`src/rtl/serial_adder_ctrl.sv`:
```
// rtl/serial_adder_ctrl.sv - bit-serial adder sequencer around one shared full-adder cell
//
// Adds two WIDTH-bit unsigned operands LSB first, one bit per clock, using a single
// full-adder cell built from two half adders and an OR.
//
// Ports:
//   clk        rising-edge system clock
//   rst_n      asynchronous active-low reset
//   start      request, sampled only while idle
//   a, b       operands, captured on the accepting edge
//   busy       high while bits are being processed
//   done       one-cycle pulse, sum/carry_out valid
//   sum        registered result, held until the next completion
//   carry_out  registered final carry, held with sum

module serial_adder_ctrl #(
  parameter int WIDTH = 8
) (
  input  logic             clk,
  input  logic             rst_n,
  input  logic             start,
  input  logic [WIDTH-1:0] a,
  input  logic [WIDTH-1:0] b,
  output logic             busy,
  output logic             done,
  output logic [WIDTH-1:0] sum,
  output logic             carry_out
);

  localparam int CW = (WIDTH > 1) ? $clog2(WIDTH) : 1;
  localparam logic [CW-1:0] CNT_LAST = CW'(WIDTH - 1);

  localparam logic [1:0] S_IDLE = 2'd0;
  localparam logic [1:0] S_RUN  = 2'd1;
  localparam logic [1:0] S_DONE = 2'd2;

  logic [1:0]       state_q, state_d;
  logic [CW-1:0]    cnt_q,   cnt_d;
  logic [WIDTH-1:0] a_q,     a_d;
  logic [WIDTH-1:0] b_q,     b_d;
  logic [WIDTH-1:0] res_q,   res_d;
  logic             c_q,     c_d;
  logic [WIDTH-1:0] sum_q,   sum_d;
  logic             cout_q,  cout_d;

  // Shared adder cell: first half adder on the operand bits, second folds in the carry.
  logic ha1_s, ha1_c, ha2_s, ha2_c;
  logic sum_bit, carry_next;
  logic [WIDTH-1:0] res_shift;

  assign ha1_s      = a_q[0] ^ b_q[0];
  assign ha1_c      = a_q[0] & b_q[0];
  assign ha2_s      = ha1_s ^ c_q;
  assign ha2_c      = ha1_s & c_q;
  assign sum_bit    = ha2_s;
  assign carry_next = ha1_c | ha2_c;

  // New sum bit enters at the MSB so after WIDTH shifts bit 0 sits at the LSB.
  assign res_shift  = {sum_bit, res_q[WIDTH-1:1]};

  always_comb begin
    state_d = state_q;
    cnt_d   = cnt_q;
    a_d     = a_q;
    b_d     = b_q;
    res_d   = res_q;
    c_d     = c_q;
    sum_d   = sum_q;
    cout_d  = cout_q;
    case (state_q)
      S_IDLE: begin
        if (start) begin
          a_d     = a;
          b_d     = b;
          res_d   = '0;
          c_d     = 1'b0;
          cnt_d   = '0;
          state_d = S_RUN;
        end
      end
      S_RUN: begin
        res_d = res_shift;
        c_d   = carry_next;
        a_d   = a_q >> 1;
        b_d   = b_q >> 1;
        if (cnt_q == CNT_LAST) begin
          sum_d   = res_shift;
          cout_d  = carry_next;
          state_d = S_DONE;
        end else begin
          cnt_d = cnt_q + CW'(1);
        end
      end
      S_DONE: begin
        state_d = S_IDLE;
      end
      default: begin
        state_d = S_IDLE;
      end
    endcase
  end

  always_ff @(posedge clk or negedge rst_n) begin
    if (!rst_n) begin
      state_q <= S_IDLE;
      cnt_q   <= '0;
      a_q     <= '0;
      b_q     <= '0;
      res_q   <= '0;
      c_q     <= 1'b0;
      sum_q   <= '0;
      cout_q  <= 1'b0;
    end else begin
      state_q <= state_d;
      cnt_q   <= cnt_d;
      a_q     <= a_d;
      b_q     <= b_d;
      res_q   <= res_d;
      c_q     <= c_d;
      sum_q   <= sum_d;
      cout_q  <= cout_d;
    end
  end

  assign busy      = (state_q == S_RUN);
  assign done      = (state_q == S_DONE);
  assign sum       = sum_q;
  assign carry_out = cout_q;

endmodule

```
`config.mk`:
```
export PLATFORM = sky130hd
export DESIGN_NAME = serial_adder_ctrl
export DESIGN_NICKNAME = d
export VERILOG_FILES = /design/src/rtl/serial_adder_ctrl.sv
export SDC_FILE = /design/constraint.sdc
export NUM_CORES = 1
export LEC_CHECK = 0
export BUFFER_PORTS_ARGS = -buffer_cell sky130_fd_sc_hd__buf_4
export CAP_MARGIN = 40
export CORE_UTILIZATION = 49
export CTS_BUF_LIST = sky130_fd_sc_hd__clkbuf_16
export CTS_CLUSTER_DIAMETER = 30
export DETAILED_ROUTE_END_ITERATION = 10
export PLACE_DENSITY = 0.73
export SYNTH_ARGS = -nofsm -noshare
export SYNTH_HDL_FRONTEND = slang
export SYNTH_SLANG_ARGS = --single-unit
```
`constraint.sdc`:
```
create_clock -name clk -period 1.4 [get_ports clk]
set_input_delay 0.28 -clock clk [delete_from_list [all_inputs] [get_ports clk]]
set_output_delay 0.28 -clock clk [all_outputs]
set_load 0.02 [all_outputs]
```
After elaboration in Yosys (flattened, before gate mapping)
Cells that the tools add are included.
W data, S select, Z words.
{ "word_totals": {"register_bits": 39, "in_bits": 19, "output_inout_bits": 11, "wordCells": 40} }
{ "classes": {"n_addsub": 1, "n_eq_ne": 6, "muxes": 14, "bitwise": 5, "n_reduce_logical": 6} }
{ "ops": {"columns": ["cell", "count"], "rows": [
  ["$pmux W8 S2", 3],
  ["$mux W8", 3],
  ["$mux W3", 2],
  ["$pmux W3 S2", 1],
  ["$reduce_and A2 Y1", 3],
  ["$mux W2", 2],
  ["$ne A2 B2 Y1 const B", 2],
  ["$pmux W2 S2", 1],
  ["$add A3 B1 Y3 const B", 1],
  ["$eq A3 B3 Y1 const B", 1],
  ["$reduce_and A3 Y1", 1],
  ["$and A1 B1 Y1", 2],
  ["$eq A2 B1 Y1 const B", 1],
  ["$eq A2 B2 Y1 const B", 1],
  ["$logic_not A2 Y1", 1],
  ["$ne A2 B1 Y1 const B", 1],
  ["$pmux W1 S2", 1],
  ["$reduce_bool A2 Y1", 1],
  ["$xor A1 B1 Y1", 2],
  ["$mux W1", 1],
  ["$or A1 B1 Y1", 1]
]} }

Depth between registers and ports, before layout
Gate-level depths: netlist of the first run.
{ "logic_depth": {"word_depth": 4, "depth_mapped": 6, "mapped_depth_nobuf": 5} }

Worst setup path after synthesis of the first run
OpenSTA, ideal clock, no wires.
{ "synth_timing": {"path_kind": "reg-to-reg", "startpoint": "reg cnt_q[0]", "endpoint": "reg cnt_q[0]", "setup_time_ns": 0.121, "t_arrival_ns": 1.332, "required_ns": 1.279, "path_slack_ns": -0.053, "path_stages_with_launch": 6, "n_path_buf": 0, "synth_period_minus_slack_ns": 1.453, "path_cell_list": "dfrtp_1 -> ha_1 -> ha_1 -> nor2_1 -> mux2_2 -> a22o_1"} }
{ "synth_between": {"elab_chain_len": 3, "word_cells_on_any_way": 6, "cone_classes": "add/sub (1); eq/ne (2); mux (2); reduce/logical (1)"} }
{ "synth_rtl": {"columns": ["item", "line_no", "source"], "rows": [
  ["start: declaration", "38", "logic [CW-1:0] cnt_q, cnt_d;"],
  ["start signal: assignment", "115", "cnt_q <= cnt_d;"],
  ["$add A3 B1 Y3 / $eq A3 B3 Y1 (equally long branches)", "91, 86", null],
  ["$mux W3 / $ne A2 B2 Y1 (equally long branches)", null, null],
  ["$pmux W3 S2 / $reduce_and A3 Y1 (equally long branches)", null, null]
]} }
Parallel ways exist; a longest one is shown, timed or not. The select of a mux whose other input is x is not followed.
A chain may end at the register's enable or synchronous reset.

Worst setup path in the final report of the first run
{ "layout_timing": {"startpoint": "reg state_q[0]", "endpoint": "out done"} }
{ "layout_between": {"elab_chain_len": 1} }
{ "layout_rtl": {"columns": ["item", "line_no", "source"], "rows": [
  ["start: declaration", "37", "logic [1:0] state_q, state_d;"],
  ["start signal: assignment", "114", "state_q <= state_d;"],
  ["$eq A2 B2 Y1", "126", "assign done = (state_q == S_DONE);"],
  ["end: declaration", "25", "output logic done,"]
]} }
No other way between the ends.

==> results of run 1 <==
## cell usage after synthesis (all sizes together)
library cell | n | area (sq um)
or2 | 1 | 8.76
nand2 | 4 | 31.3
nor2 | 8 | 30.0
mux2 | 10 | 146
clkbuf | 3 | 11.3
nand2b | 2 | 20.0
fa | 1 | 20.0
o22ai | 14 | 87.6
mux2i | 1 | 10.0
inv | 4 | 22.5
o21ai | 4 | 20.0
ha | 2 | 25.0
and2b | 1 | 7.51
nor3 | 30 | 150
buf | 7 | 55.1
dfrtp | 38 | 951
a22o | 13 | 114
o32ai | 4 | 35.0
## routing by layer
metal | GRT usage [%] | routed length, um | vias to the layer above
li1 | - | - | 641
met1 | 26.7 | 1620 | 655
met2 | 36.1 | 2040 | 37
met3 | 6.93 | 162 | 4
met4 | 7.62 | 47 | 0
met5 | 0 | 0 | -
## logic make-up after synthesis
logic type                 synth area share (%)
AOI/OAI and AO/OA                          14.7
adders and majority gates                  2.58
buffers and inverters                      5.09
DFF                                        54.5
muxes                                      8.96
and+or+nand+nor                            14.2
## power by group through the flow
stage / Combinational, uW / Clock (uW) / Sequential, uW
floorplan: 1400 / 0 / 2030
global placement: 1970 / 0 / 1950
detailed placement: 2070 / 0 / 1980
CTS: 2230 / 1300 / 1980
global route: 2550 / 1350 / 2040
finish: 2340 / 1280 / 1980
## tightest hold or removal path, delay by kind of cell
kind            cells  cell delay [ns]
buf+inv             1             0.11
compound gates      1             0.06
simple gates        1             0.04
## sequential cells by signal, summed over array words and instances (netlist names)
name,count
a_q,8
b_q,8
sum,8
res_q,7
cnt_q,3
state_q,2
c_q,1
carry_out,1
## repair_timing
action | in CTS | in global routing
gates resized for setup | 2 | 7
hold buffers | 1 | 0
pin swaps | 0 | 1
hold endpoints to repair | 38 | 0
setup endpoints to repair | 4 | 6
setup buffers | 6 | 4
## cell type report
cell class                      instances  area (sq um)
Timing Repair Buffer                   49           398
Clock inverter                          3          45.0
Inverter                                4          22.5
Fill cell                             261          1030
Multi-Input combinational cell         95           731
Sequential cell                        38           951
Tap cell                               46          57.6
Clock buffer                            5           125
## placed cells by master, fill, tap and decap left out
cell type / Yosys / routed
clkinvlp_4: 0 / 2
nand2_8: 1 / 1
inv_1: 3 / 3
buf_6: 2 / 4
nand2_1: 3 / 2
mux2_2: 1 / 1
nand2b_1: 1 / 1
ha_2: 0 / 1
mux2i_1: 1 / 1
nor2_1: 8 / 7
ha_4: 0 / 1
nor3_1: 30 / 30
mux2_4: 9 / 9
o21ai_0: 4 / 4
inv_8: 1 / 1
nand2b_4: 1 / 1
o32ai_1: 4 / 4
and2b_1: 1 / 1
nor2_4: 0 / 1
buf_4: 3 / 43
or2_4: 1 / 1
a22o_1: 13 / 13
buf_12: 0 / 1
nand2_2: 0 / 1
dlygate4sd3_1: 0 / 1
dfrtp_1: 38 / 38
bufinv_16: 0 / 1
fa_1: 1 / 1
o22ai_1: 14 / 14
clkbuf_16: 0 / 5
## final timing paths
path / end / slack, ns / cells after the start
worst min-delay path: a_q[7] / 0.25 / 3
worst min register to register: res_q[1] / 0.51 / 1
max in group asynchronous: a_q[7] / 0.58 / 2
min in group asynchronous: sum[0] / 0.50 / 2
worst max register to register: cnt_q[0] / 0.04 / 5
worst max-delay path: done / 0.04 / 3
## metrics by stage
stage / hold slack, ns / area (sq um) / total power (uW) / utilization (%)
floorplan: -0.0156 / 1750 / 3430 / -
global placement: 0.270 / 2040 / 3930 / 60.6
detailed placement: 0.269 / 2040 / 4050 / 60.6
CTS: 0.249 / 2270 / 5510 / 67.6
global route: 0.283 / 2330 / 5940 / 69.3
finish: 0.251 / 2330 / 5600 / 69.3
==> summary.txt, run 1 <==
CTS
  • Register clock-pin slew on the reported worst setup and hold paths: 0.06 ns
  • Total CTS buffers: 5
  • CTS H-tree depth: 2
  • Clock sinks: 38
  • CTS tree: built
  • Clock Tree Buf Depth: 2
  • Clock Latency Late Sink: 0.28 ns
  • Clk root buf: clkbuf_16

Final layout
  • Syn-to-layout area delta: 33.5%
  • Final non-filler cell total: 240
  • ANT cells: 0
  • Nets: 215
  • Share of cells above drive strength 1: 38.1%

STA
  • Fin worst setup slack: 0.0373 ns
  • Slew @ Worst Pin: 0.464 ns
  • Setup TNS Final: 0 ns
  • Fmax: 734 MHz
  • Final setup fails: 0
  • Final Cycle Share: 97.3%
  • Skew final: 0.00228 ns
  • RSZ-0062 raised after global routing: true
  • Fin crit period: 1.36 ns
  • Relative slew slack: 69.1%
  • Max-slew violation count: 0
  • Hold Vio Cnt, Final: 0

Critical path
  • CP startpoint: state_q[0]
  • Slowest CP cell: dfrtp_1
  • CP endpoint kind: primary output
  • Cell-by-cell trace of the critical path: buf_6 > nor2_1 > buf_4
  • Worst path bufs/invs: 2
  • Worst setup SP type: register
  • Critical path's top delay family: flip-flops
  • Crit path kind: register to primary output
  • Crit-path max cell delay: 0.41 ns
  • Reg-to-Reg Start: cnt_q[1]
  • Worst path required time: 1.12 ns
  • WP data arrival: 1.08 ns
  • Crit path max fanout: 6

Synthesis
  • Synth Register Bits: 38
  • Post-Synthesis Cell Area: 1750 sq um
  • Syn_area_per_cell: 11.9 sq um
  • Post-Synthesis Cells: 147
  • Seq/Total Area, Yosys: 54.5%
  • Syn nets: 169
  • Warnings, synthesis: 0
  • Distinct cell type count after synthesis: 24

Global route
  • Antenna violations before repair: 0
  • Vias in the first global route: 1183
  • Largest net degree at the start of global routing: 39
  • Global-route wire length before repair: 5720 um
  • Grt total ovfl: 0
  • All-layer global routing usage: 21.8%

Placement
  • Placed cells: 221
  • Pre-CTS WS: -0.0343 ns
  • Port Buf Inserts: 29
  • Final Wtd Congestion: 0.760
  • Hpwl dp: 2400 um

Power and ir drop
  • Int Power: 3690 uW
  • Clock power frac: 22.9%
  • Sequential fraction of design power: 35.4%
  • Leakage: 0.00109 uW
  • Switching pwr: 1910 uW
  • Worst IR Drop VDD: 1.23 mV
  • Sw Share: 34.1%
  • PD cells: 2400 nW/um^2
  • Gate power share: 41.7%

Route
  • Drt first-iter violations: 97
  • # DRC: 0
  • DR vias/cell: 5.57
  • ANT nets after route: 0
  • Vias after detailed routing: 1337
  • WL per Instance: 16.1 um
  • Drt first pass iters: 4
  • WL final: 3870 um

Floorplan
  • Num ports: 30
  • Die height: 61.7 um
  • Core Box Area: 3360 sq um
  • Row count: 21
  • Die Wd: 61.7 um
  • Die footprint: 3810 sq um
  • Initial Util: 51.9%

Flow run
  • Maxcap violations: 0

Hold path
  • Hold Path Class: input port to register
  • Hold Path Origin: a[7]

Run status
  • Status: finished clean
Power figures use the tool's default switching activity.
==> inputs of run 2 (changes only) <==
Settings changed: ABC_AREA set to 1, CORE_UTILIZATION 49 to 50, PLACE_DENSITY 0.73 to 0.74.
==> run 2 against run 1 <==
Count of clock-buffer cells in the layout unchanged. Critical endpoint unchanged. Highest routed layer unchanged. Register-to-register slack better by 0.10 ns. Synthesized area grew 5.4%.
==> summary.txt, run 2 <==
Route
  • Vias after detailed routing: 1424 (was 1337)
  • WL final: 3410 um (was 3870 um)
  • # DRC: 0 (unchanged)
  • Drt first pass iters: 5 (was 4)
  • ANT nets after route: 0 (unchanged)
  • Drt first-iter violations: 72 (was 97)
  • DR vias/cell: 4.67 (was 5.57)
  • WL per Instance: 11.2 um (was 16.1 um)

Critical path
  • WP data arrival: 1.08 ns (about the same)
  • Crit path max fanout: 9 (was 6)
  • Worst path bufs/invs: 2 (unchanged)
  • Worst path required time: 1.12 ns (about the same)
  • CP endpoint kind: primary output (unchanged)
  • Crit path kind: register to primary output (unchanged)
  • Crit-path max cell delay: 0.39 ns (was 0.41 ns)
  • Cell-by-cell trace of the critical path: buf_4 > nor2_4 > buf_6 (was buf_6 > nor2_1 > buf_4)
  • Worst setup SP type: register (unchanged)
  • Critical path's top delay family: flip-flops (unchanged)
  • Slowest CP cell: dfrtp_1 (unchanged)

CTS
  • CTS tree: built (unchanged)
  • Register clock-pin slew on the reported worst setup and hold paths: 0.05 ns (was 0.06 ns)
  • Clock sinks: 38 (unchanged)
  • CTS H-tree depth: 2 (unchanged)
  • Clk root buf: clkbuf_16 (unchanged)
  • Total CTS buffers: 5 (unchanged)
  • Clock Latency Late Sink: 0.28 ns (about the same)
  • Clock Tree Buf Depth: 2 (unchanged)

Global route
  • Grt total ovfl: 0 (unchanged)
  • All-layer global routing usage: 19.9% (was 21.8%)
  • Largest net degree at the start of global routing: 39 (unchanged)
  • Vias in the first global route: 1347 (was 1183)
  • Antenna violations before repair: 0 (unchanged)
  • Global-route wire length before repair: 6000 um (was 5720 um)

Synthesis
  • Post-synth EDFFs: 0 (unchanged)
  • Top cell type's share of synthesized area: 51.7% (was 54.5%)
  • Syn nets: 243 (was 169)
  • Post-Synthesis Cell Area: 1840 sq um (was 1750 sq um)
  • Post-synthesis mux area share: 0% (was 8.96%)
  • Predominant post-synthesis flop cell: dfrtp_1 (unchanged)
  • Area contributors post-synth: dfrtp_1, nand2_1, nand3_1, inv_1, o21ai_2 (was dfrtp_1, nor3_1, mux2_4, a22o_1, o22ai_1)
  • Distinct cell type count after synthesis: 18 (was 24)
  • Most common library cells after synthesis: nand2_1, inv_1, dfrtp_1 (was dfrtp_1, nor3_1, o22ai_1)
  • Post-synthesis compound-gate area fraction: 6.80% (was 14.7%)
  • Xor-xnor portion of the synthesized cell area: 0% (unchanged)
  • Syn_area_per_cell: 8.33 sq um (was 11.9 sq um)
  • Asr flop ratio synth: 100% (unchanged)
  • Area leader, netlist: dfrtp_1 (unchanged)
  • Main combinational cell family by area after synthesis: simple AND/OR/NAND/NOR gates (was compound AO/OA/AOI/OAI gates)
  • Warnings, synthesis: 0 (unchanged)
  • Seq/Total Area, Yosys: 51.7% (was 54.5%)
  • Post-Synthesis Cells: 221 (was 147)
  • Synth Area in Simple Gates: 25.8% (was 14.2%)
  • Synth Register Bits: 38 (unchanged)
  • Most numerous cell in the Yosys netlist: nand2_1 (was dfrtp_1)
  • Adder-cell share of the synthesized area: 2.45% (was 2.58%)

STA
  • Relative slew slack: 68.6% (was 69.1%)
  • Hold Vio Cnt, Final: 0 (unchanged)
  • Setup TNS Final: 0 ns (unchanged)
  • Final Cycle Share: 96.8% (was 97.3%)
  • WHS: 0.256 ns (was 0.251 ns)
  • Fin crit period: 1.36 ns (about the same)
  • Max-slew violation count: 0 (unchanged)
  • Skew final: 0.00389 ns (was 0.00228 ns)
  • Slew @ Worst Pin: 0.471 ns (was 0.464 ns)
  • Final setup fails: 0 (unchanged)
  • Fmax: 738 MHz (was 734 MHz)
  • RSZ-0062 raised after global routing: false (was true)

Final layout
  • Commonest non-fill, non-tap cell in the layout: nand2_1 (was buf_4)
  • Nets: 280 (was 215)
  • Final Util: 66.4% (was 69.3%)
  • ANT cells: 0 (unchanged)
  • Most frequent cells in the layout: nand2_1, inv_1, dfrtp_1, buf_4, nand3_1 (was buf_4, dfrtp_1, nor3_1, o22ai_1, a22o_1)
  • Syn-to-layout area delta: 24.3% (was 33.5%)
  • Share of cells above drive strength 1: 23.6% (was 38.1%)
  • Final Cell Area: 2290 sq um (was 2330 sq um)

Power and ir drop
  • Worst IR Drop VDD: 1.07 mV (was 1.23 mV)
  • Leakage: 0.00127 uW (was 0.00109 uW)
  • PD cells: 2190 nW/um^2 (was 2400 nW/um^2)

Placement
  • Final Wtd Congestion: 0.767 (was 0.760)
  • Hpwl dp: 2240 um (was 2400 um)
  • Port Buf Inserts: 29 (unchanged)
  • Post-placement cell area: 2100 sq um (was 2040 sq um)

Floorplan
  • Row count: 21 (unchanged)
  • Die Wd: 62.7 um (was 61.7 um)
  • Initial Util: 53.5% (was 51.9%)
  • Die height: 62.7 um (was 61.7 um)
  • Die footprint: 3930 sq um (was 3810 sq um)
  • Num ports: 30 (unchanged)
  • Core Box Area: 3440 sq um (was 3360 sq um)

Run status
  • Status: finished clean (unchanged)

Hold path
  • Hold Path Class: input port to register (unchanged)

Flow run
  • Maxcap violations: 0 (unchanged)
run 2: cell count changes after synthesis, moves of 4 or more:
cell	before	now
a22o_1	13	0
inv_1	3	41
mux2_4	9	0
nand2_1	3	70
nand3_1	0	31
nor2_1	8	1
nor3_1	30	0
o21ai_0	4	10
o21ai_2	0	8
o22ai_1	14	0
o32ai_1	4	0
run 2: worst paths after layout:
kind                       slack (ns)       start  cells after the start  endpoint
max                              0.04  state_q[0]                      3      done
min                              0.26        a[7]                      3    a_q[7]
max reg2reg                      0.14  state_q[0]                      7    a_q[6]
min reg2reg                      0.48      a_q[1]                      2    a_q[1]
max in group asynchronous        0.57       rst_n                      2  cnt_q[1]
min in group asynchronous        0.51       rst_n                      2    sum[1]
run 2: timing repair:
action | 4_1_cts | 5_1_grt
setup buffers | 2 | 1
hold buffers | 1 | 0
hold endpoints to repair | 38 | 0
pin swaps | 1 | 0
endpoints found under the setup margin | 2 | 4
cloned | 0 | 0
resized for setup | 2 | 4
run 2: area by class of cell:
| type | count | area [sq um] |
|---|---|---|
| clock buffers | 5 | 125 |
| clock inverters | 3 | 11.3 |
| fillers | 308 | 1150 |
| inverters | 43 | 164 |
| multi-input cells | 130 | 659 |
| flip-flops and latches | 38 | 951 |
| well taps | 46 | 57.6 |
| repair buffers | 40 | 319 |
run 2: kinds of logic after synthesis:
| group | after synthesis |
|---|---|
| buf+inv | 53 |
| flops | 38 |
| compound gates | 19 |
| simple gates | 108 |
| fa+ha+maj | 3 |
run 2: stage by stage:
stage	total power, uW	cells	setup slack [ns]
after global routing	5460	305	0.00380
after floorplan	3340	221	0.133
after global placement	3860	293	0.138
after CTS	5040	304	0.0149
after detailed placement	3920	293	0.0832
final	5020	305	0.0449
run 2: layer usage:
metal	vias to the layer above	GRT usage [%]	wire (um)
li1	743	-	-
met1	653	24.3	1560
met2	21	31.9	1690
met3	7	6.93	109
met4	0	8.43	56
met5	-	0	0
run 2: where the power goes:
part / total, uW / internal [uW] / switching, uW
Combinational: 2130 / 889 / 1240
Clock: 1040 / 640 / 401
Sequential: 1850 / 1580 / 262
Total: 5020 / 3110 / 1910
run 2: tightest hold or removal path, cell delays in order:
cell and delay (ns):
buf_4 0.10, inv_1 0.03, o21ai_0 0.07
==> inputs of run 3 (changes only) <==
Settings changed: CELL_PAD_IN_SITES_DETAIL_PLACEMENT set to 1, CELL_PAD_IN_SITES_GLOBAL_PLACEMENT set to 2, CORE_UTILIZATION 50 to 29, PLACE_DENSITY 0.74 to 0.72.
==> run 3 against run 2 <==
Final area grew 3.7%. Hold slack lost 0.0029 ns. Critical path type unchanged. Critical path depth is the same. Setup slack lost 0.0013 ns. Largest power group unchanged. Sequential share of layout area shrank 1.5 points. Combinational power grew 2%. Count of clock-buffer cells in the layout is the same. Sequential power is essentially flat. Global-route usage shrank 5.3 points.
==> summary.txt, run 3 (synthesis results as in run 2) <==
Critical path
  • R2R Setup Slk: 0.09 ns (was 0.14 ns)
  • Worst path required time: 1.12 ns (about the same)
  • Reg-to-Reg Start: cnt_q[0] (was state_q[0])
  • Cell-by-cell trace of the critical path: buf_6 > nor2_2 > buf_4 (was buf_4 > nor2_4 > buf_6)
  • Crit path max fanout: 6 (was 9)
  • R2R cell count: 5 (was 7)
  • Crit path kind: register to primary output (unchanged)
  • Crit-path max cell delay: 0.41 ns (was 0.39 ns)
  • Worst path bufs/invs: 2 (unchanged)
  • Worst setup SP type: register (unchanged)
  • Worst r2r dst: sum[1] (was a_q[6])
  • CP endpoint kind: primary output (unchanged)
  • Critical path's top delay family: flip-flops (unchanged)
  • WP data arrival: 1.08 ns (about the same)
  • Slowest CP cell: dfrtp_1 (unchanged)

Final layout
  • Share of cells above drive strength 1: 24.5% (was 23.6%)
  • Syn-to-layout area delta: 28.8% (was 24.3%)
  • Final Util: 39.3% (was 66.4%)
  • Commonest non-fill, non-tap cell in the layout: nand2_1 (unchanged)
  • Final non-filler cell total: 336 (was 305)
  • Area of the multi-input gates: 652 sq um (was 659 sq um)
  • Register area: 951 sq um (unchanged)
  • Most frequent cells in the layout: nand2_1, inv_1, buf_4, dfrtp_1, nand3_1 (was nand2_1, inv_1, dfrtp_1, buf_4, nand3_1)
  • Nets: 282 (was 280)
  • # fillers: 745 (was 308)
  • ANT cells: 0 (unchanged)

Flow run
  • Maxcap violations: 0 (unchanged)

Route
  • Drt first-iter violations: 81 (was 72)
  • ANT nets after route: 0 (unchanged)
  • WL per Instance: 12.6 um (was 11.2 um)
  • WL final: 4230 um (was 3410 um)
  • # DRC: 0 (unchanged)
  • DR vias/cell: 4.43 (was 4.67)
  • Vias after detailed routing: 1488 (was 1424)
  • Drt first pass iters: 4 (was 5)

Hold path
  • Hold path cells: 3 (unchanged)
  • Hold endpoint: a_q[7] (unchanged)
  • Hold Path Origin: a[7] (unchanged)
  • Hold Path Class: input port to register (unchanged)

Power and ir drop
  • Worst IR Drop VDD: 0.778 mV (was 1.07 mV)
  • PD cells: 2310 nW/um^2 (was 2190 nW/um^2)
  • Leakage: 0.00130 uW (was 0.00127 uW)

STA
  • Slew @ Worst Pin: 0.502 ns (was 0.471 ns)
  • Relative slew slack: 66.5% (was 68.6%)
  • Skew final: 0.00168 ns (was 0.00389 ns)
  • Setup TNS Final: 0 ns (unchanged)
  • Fin worst setup slack: 0.0436 ns (was 0.0449 ns)
  • Final Cycle Share: 96.9% (was 96.8%)
  • RSZ-0062 raised after global routing: false (unchanged)
  • Fmax: 737 MHz (was 738 MHz)
  • Max-slew violation count: 0 (unchanged)
  • Fin crit period: 1.36 ns (about the same)
  • Final setup fails: 0 (unchanged)
  • WHS: 0.253 ns (was 0.256 ns)
  • Hold Vio Cnt, Final: 0 (unchanged)

Floorplan
  • Num ports: 30 (unchanged)
  • Die height: 81.7 um (was 62.7 um)
  • Initial Util: 30.5% (was 53.5%)
  • Die Wd: 81.7 um (was 62.7 um)
  • Die footprint: 6670 sq um (was 3930 sq um)
  • Row count: 28 (was 21)
  • Core Box Area: 6030 sq um (was 3440 sq um)

Run status
  • Status: finished clean (unchanged)

Placement
  • Port Buf Inserts: 29 (unchanged)
  • Pre-CTS WS: 0.0618 ns (was 0.0832 ns)
  • Hpwl dp: 2810 um (was 2240 um)
  • Final Wtd Congestion: 0.699 (was 0.767)
  • Placed cells: 323 (was 293)

Global route
  • All-layer global routing usage: 14.6% (was 19.9%)
  • Antenna violations before repair: 0 (unchanged)
  • Global-route wire length before repair: 7180 um (was 6000 um)
  • Grt total ovfl: 0 (unchanged)
  • Largest net degree at the start of global routing: 39 (unchanged)
  • Vias in the first global route: 1480 (was 1347)

CTS
  • Total CTS buffers: 5 (unchanged)
  • Register clock-pin slew on the reported worst setup and hold paths: 0.06 ns (was 0.05 ns)
  • CTS tree: built (unchanged)
  • Clock Tree Buf Depth: 2 (unchanged)
  • CTS H-tree depth: 2 (unchanged)
  • Clock sinks: 38 (unchanged)
  • Clock Latency Late Sink: 0.28 ns (about the same)
  • Clk root buf: clkbuf_16 (unchanged)
-- run 3: changes by cell type in the layout (fill, tap and decap cells not counted), sizes merged --
| cell | before | now |
|---|---|---|
| buf | 39 | 41 |
| bufinv | 0 | 2 |
| clkinv | 3 | 1 |
-- run 3: worst register-to-register path: cells and delay by family (launching register included) --
family / cells / cell delay, ns
DFF: 1 / 0.40
AOI/OAI and AO/OA: 1 / 0.06
adders and majority gates: 2 / 0.45
and+or+nand+nor: 2 / 0.34
-- run 3: what timing repair did --
item | CTS | global route
gates resized for setup | 1 | 3
pin swaps | 1 | 1
setup buffers | 2 | 2
hold endpoints to repair | 38 | 0
endpoints found under the setup margin | 2 | 5
cloned | 0 | 0
hold buffers | 1 | 0
-- run 3: layout make-up --
class,instances,area share [%]
multi-input combinational,130,27.5
clock buffer,5,5.28
timing repair buffer,42,13.6
inverter,43,6.91
tap,75,3.96
sequential,38,40.1
clock inverter,3,2.69
-- run 3: report_power, final --
group          internal [uW]  switching [uW]
Combinational            886            1300
Sequential              1580             258
Clock                   1010             438
-- run 3: worst max path at each step --
stage                    start  endpoint  slack (ns)  cells past startpoint
finish              state_q[0]      done        0.04                      3
floorplan           state_q[1]      done        0.13                      4
detailed placement    cnt_q[0]  cnt_q[2]        0.06                      6
global placement      cnt_q[0]  cnt_q[0]        0.12                      6
CTS                 state_q[0]      done       0.009                      3
global route        state_q[0]      done       0.001                      3
-- run 3: routing by layer --
metal | GRT usage [%] | up-vias | part of all wire, %
met5 | 0 | - | 0
met4 | 4.74 | 0 | 1.1
met3 | 4.56 | 5 | 2.6
met2 | 22.7 | 22 | 47
met1 | 19.3 | 713 | 49
li1 | - | 748 | -
-- run 3: per-stage QoR --
stage / total power, uW / area (sq um)
finish: 5480 / 2370
global route: 5960 / 2370
CTS: 5540 / 2350
detailed placement: 3990 / 2130
global placement: 3940 / 2130
floorplan: 3340 / 1840
